`config.mk`:
```
export PLATFORM = sky130hd
export DESIGN_NAME = sat_counter
export DESIGN_NICKNAME = d
export VERILOG_FILES = /design/src/rtl/sat_counter.sv
export SDC_FILE = /design/constraint.sdc
export NUM_CORES = 1
export LEC_CHECK = 0
export CAP_MARGIN = 20
export CORE_MARGIN = 3
export CORE_UTILIZATION = 35
export DETAILED_ROUTE_END_ITERATION = 12
export GPL_TIMING_DRIVEN = 0
export SLEW_MARGIN = 10
export SYNTH_ARGS = -nofsm -noshare
export SYNTH_HDL_FRONTEND = slang
export SYNTH_SLANG_ARGS = --single-unit
export TNS_END_PERCENT = 30
```
`constraint.sdc`:
```
create_clock -name clk -period 2.2 [get_ports clk]
set_input_delay 0.33 -clock clk [delete_from_list [all_inputs] [get_ports clk]]
set_output_delay 0.33 -clock clk [all_outputs]
set_load 0.005 [all_outputs]
```
`src/rtl/sat_counter.sv`:
```
`default_nettype none
// ============================================================================
// Module   : sat_counter
// Purpose  : Saturating event counter with synchronous clear. It sticks at
//            all-ones once there.
// Revision : 1.0 - initial release
// ============================================================================
module sat_counter #(
  parameter int W = 8
) (
  input  logic         clk,
  input  logic         rs,
  input  logic         clr,
  input  logic         inc,
  output logic [W-1:0] cnt
);

  logic [W-1:0] cnt_q;
  logic [W-1:0] cnt_d;

  // Next count: clear wins, otherwise step up unless already saturated.
  always_comb begin
    cnt_d = cnt_q;
    if (clr) begin
      cnt_d = '0;
    end else if (inc && (cnt_q != {W{1'b1}})) begin
      cnt_d = cnt_q + {{(W-1){1'b0}}, 1'b1};
    end
  end

  // Count register, cleared immediately by the asynchronous reset.
  always_ff @(posedge clk or negedge rs) begin
    if (!rs) begin
      cnt_q <= '0;
    end else begin
      cnt_q <= cnt_d;
    end
  end

  assign cnt = cnt_q;

endmodule : sat_counter
`default_nettype wire

```
-- Word-level counts from Yosys, hierarchy flattened
Index checks and enable logic that the tools add are counted.
- $add $sub $neg: 1
- equality and inequality tests: 1
- muxes and demuxes: 2
- reductions and logical operators: 2
- operator list (kind ; number):
    $mux 8 ; 2
    $add 8x1->8 const B ; 1
    $ne 8x8->1 const B ; 1
    $reduce_bool 2->1 ; 1
    $logic_and 1x1->1 ; 1
- register bits: 8
- input port bits: 4
- output and inout port bits: 8
- word-level logic and storage cells: 7

-- Depth between registers and ports, before layout
- word-level depth: 4
- depth in mapped cells: 4
- depth with buffers taken out: 4

-- Worst setup path after synthesis
No wires, ideal clock.
- path kind: register to register
- start: register cnt_q[0], in the netlist cnt[0]
- end: register cnt_q[0], in the netlist cnt[0]
- library setup time: 125 ps
- arrival time: 1480 ps
- data required time: 2075 ps
- slack: 596 ps
- stages on the path, launching flop included: 5
- path buffers: 0
- period minus slack after synthesis: 1604 ps
- cell sequence: dfrtp_1 -> ha_1 -> and4_2 -> a21boi_1 -> mux2_2
- cells in the longest elaborated chain, start to end: 3
- elaborated cells between the ends (all ways): 6
- classes of those cells: add/sub: 1; eq/ne: 1; mux: 2; reduce/logical: 2
- ends and longest elaborated chain (what ; RTL line ; source):
    from (decl) ; 18 ; logic [W-1:0] cnt_q;
    from (signal assigned) ; 36 ; cnt_q <= cnt_d;
    $add 8x1->8 / $ne 8x8->1 (equally long branches) ; 27, 26 ;
    $mux 8 / $logic_and 1x1->1 (equally long branches) ; 26 ; end else if (inc && (cnt_q != {W{1'b1}})) begin
    $mux 8 / $reduce_bool 2->1 (equally long branches) ; n/a ;
Parallel ways exist; a longest one is shown, timed or not. The select of a mux whose other input is x is not followed.
A chain may end at the register's enable or synchronous reset.

-- Worst setup path in the final report
Same ends and word-level chain as after synthesis.

==> run_results.csv <==
group,metric,value,unit
finish,nFillCells,116,
setup_path,crit_type,"flop to flop",
drt,postRouteWirelength,1020,µm
synthesis,synth.top_cell.area_share,43.1,%
global_route,grt_pass1_wl,1800,µm
pwr,ir_worst_vdd,0.256,mV
synthesis,synthesis.area,464,µm²
sta,fin_setup_tns,0,ps
setup_path,start_kind,"flop",
setup_path,crit_family,"flip-flops",
drt,drtAntennaViolNets,0,
sta,hold_viol,0,
clock_network,ctsResizeCount,0,
pwr,clockPowerShare,37.9,%
setup_path,r2r-start,"cnt[0]",
sta,setup_viol,0,
placement,dp_cells,73,
pwr,combPwrFrac,10.5,%
sta,slew_headroom,73.3,%
floorplan,top_level_ports,12,
synthesis,ys_ff_latch,8,
clock_network,cts_tree,"yes",
clock_network,clock_sinks,8,
setup_path,path_cells,"ha_1, and4_2, a21boi_1, mux2_2",
synthesis,synth_fp_nets,54,
setup_path,reg2reg_to,"cnt[0]",
drt,avgViaCountPerCell,5.36,
clock_network,clkSlewWorstSetupHoldPaths,60,ps
placement,place.gp.congestion,0.731,
sta,period_needed,1750,ps
run,maxCapViolations,0,
finish,fin_nets,69,
synthesis,synth_enable_flop_cells,0,
placement,placed_area,582,µm²
pwr,power_switching,0.0000720,W
clock_network,h-tree-depth,1,
drt,drt_iter0_markers,0,
synthesis,yosysUniqueCellTypes,28,
drt,drc,0,
clock_network,post_cts_buffers,0,
clock_network,insertion_delay,260,ps
synthesis,synth-async-reset-ratio,100,%
synthesis,syn_area_per_cell,9.47,µm²
synthesis,synth_area_leaders,"dfrtp_1, mux2_2, nor3_1",
floorplan,row_count,12,
synthesis,yosys-top-cells-count,"dfrtp_1, nor3_1, a21oi_1, nand2b_1, nor2b_1",
drt,drt-pass1-iter-count,1,
synthesis,yosysSeqAreaShare,43.1,%
finish,syn2layout_area_growth,30.2,%
synthesis,syn-instance-count,49,
setup_path,worstPathMaxFanout,7,
pwr,p_sw_share,23.8,%
pwr,power_frac_seq,51.6,%
pwr,leakage,0.240,nW
global_route,antenna_found_initial,0,
synthesis,synth_top_area_cell,"dfrtp_1",
clock_network,cts_hold_buf,0,
sta,rsz0062_at_grt,"false",
synthesis,synth_ff_type,"dfrtp_1",
sta,fin_crit_sh,79.3,%
drt,vias,407,
floorplan,die_x,42.4,µm
global_route,grt_max_degree,11,
pwr,finalPower,0.000302,W
setup_path,reg2reg_slack,450,ps
sta,clock_skew,7.63,ps
pwr,p_per_area,500,mW/mm²
worst_hold_path,hold_path.class,"primary input to asynchronous set/reset pin",
floorplan,die_area,0.00180,mm²
finish,layout-drive-gt1-share,12.9,%
setup_path,end_kind,"flop",
drt,wire_per_inst,13.4,µm
sta,fmax,573,MHz
finish,diodes,0,
outcome,outcome,"completed",
setup_path,path_buf_inv,0,
floorplan,core_region_area,0.00117,mm²
setup_path,cp.arrival,1890,ps
global_route,overflow,0,
global_route,grt_use_total,13.0,%
floorplan,start_util,39.6,%
clock_network,cts_buffer_depth,2,
setup_path,rr_worst_depth,4,
floorplan,die_y,42.4,µm
synthesis,ys_warn_count,0,
clock_network,cts_root_buf,"clkbuf_4",
placement,io_buffers,10,
placement,hpwl,745,µm
finish,largest_reg_flops,8,
setup_path,cp_slowest_cell,"dfrtp_1",
finish,stdcell_count,76,
global_route,first_global_vias,417,
synthesis,synth_most_common_cell,"dfrtp_1",
sta,worst_pin_slew,390,ps
finish,design_area,604,µm²
sta,slew_violations,0,
pwr,p_int,0.000230,W
clock_network,cts_buffers,3,
setup_path,required,2350,ps
setup_path,slowest_delay,430,ps
## routing by layer
layer | share of wire [%] | track usage, % | vias to the layer above
met2 | 48 | 20.7 | 10
met5 | 0 | 0 | -
li1 | - | - | 207
met4 | 0.98 | 3.73 | 0
met1 | 46 | 15.6 | 188
met3 | 5.7 | 6.01 | 2
## layout make-up
| cell class | count | area [µm²] | share of cell area, % |
|---|---|---|---|
| Inverter | 2 | 7.51 | 1.24 |
| Buffer | 2 | 8.76 | 1.45 |
| Tap cell | 14 | 17.5 | 2.90 |
| Clock buffer | 3 | 22.5 | 3.73 |
| Sequential cell | 8 | 200 | 33.1 |
| Multi-Input combinational cell | 37 | 248 | 41.0 |
| Timing Repair Buffer | 10 | 100 | 16.6 |
## layout by cell type, fill, tap and decap left out, drive strengths merged
master	netlist	routed
clkdlybuf4s50	0	10
dfrtp	8	8
nor3	4	4
clkbuf	1	4
a21oi	3	3
nand2b	3	3
nor2b	3	3
nand3	3	3
nor2	2	2
mux2	2	2
inv	2	2
nand2	2	2
and4	2	2
and3	1	1
buf	1	1
a21boi	1	1
mux2i	1	1
a31oi	1	1
or3	1	1
nor4	1	1
a211oi	1	1
a2111oi	1	1
o21ai	1	1
nor3b	1	1
a41oi	1	1
nand4	1	1
ha	1	1
## power groups by stage
stage | logic [W] | clock network (W) | registers (W)
after floorplan | 0.0000150 | 0 | 0.000158
after global placement | 0.0000322 | 0 | 0.000159
after detailed placement | 0.0000322 | 0 | 0.000159
after CTS | 0.0000326 | 0.000118 | 0.000156
after global routing | 0.0000360 | 0.000124 | 0.000157
final | 0.0000318 | 0.000114 | 0.000156
## worst register-to-register path: stages (launching register included)
cell      delay [ps]
dfrtp_1          430
ha_1             310
and4_2           300
a21boi_1         240
mux2_2           360
## logic make-up (layout without fill, tap and decap cells)
group / Yosys count / in the layout / synth area share (%)
AO/OA/AOI/OAI: 9 / 9 / 12.7
adder cells (fa/ha/maj): 1 / 1 / 2.69
buffers and inverters: 4 / 17 / 3.50
flip-flops: 8 / 8 / 43.1
multiplexers: 3 / 3 / 7.01
AND/OR/NAND/NOR: 24 / 24 / 31.0
## metrics by stage
| step | utilization, % | setup slack [ps] | hold WS [ps] |
|---|---|---|---|
| 2_1_floorplan | - | 596 | 34.4 |
| 3_3_place_gp | 49.7 | 466 | 573 |
| 3_5_place_dp | 49.7 | 448 | 579 |
| 4_1_cts | 51.6 | 436 | 366 |
| 5_1_grt | 51.6 | 352 | 374 |
| 6_report | 51.6 | 455 | 356 |
## how the worst max path moves through the flow
stage / startpoint / endpoint / slack (ps) / cells after the start
4_1_cts: cnt[0] / cnt[0] / 440 / 4
3_3_place_gp: cnt[0] / cnt[0] / 470 / 4
6_report: cnt[0] / cnt[0] / 450 / 4
5_1_grt: cnt[0] / cnt[0] / 350 / 4
2_1_floorplan: cnt[0] / cnt[0] / 600 / 4
3_5_place_dp: cnt[0] / cnt[0] / 450 / 4
Note: power is estimated with default switching activity, not from simulation.
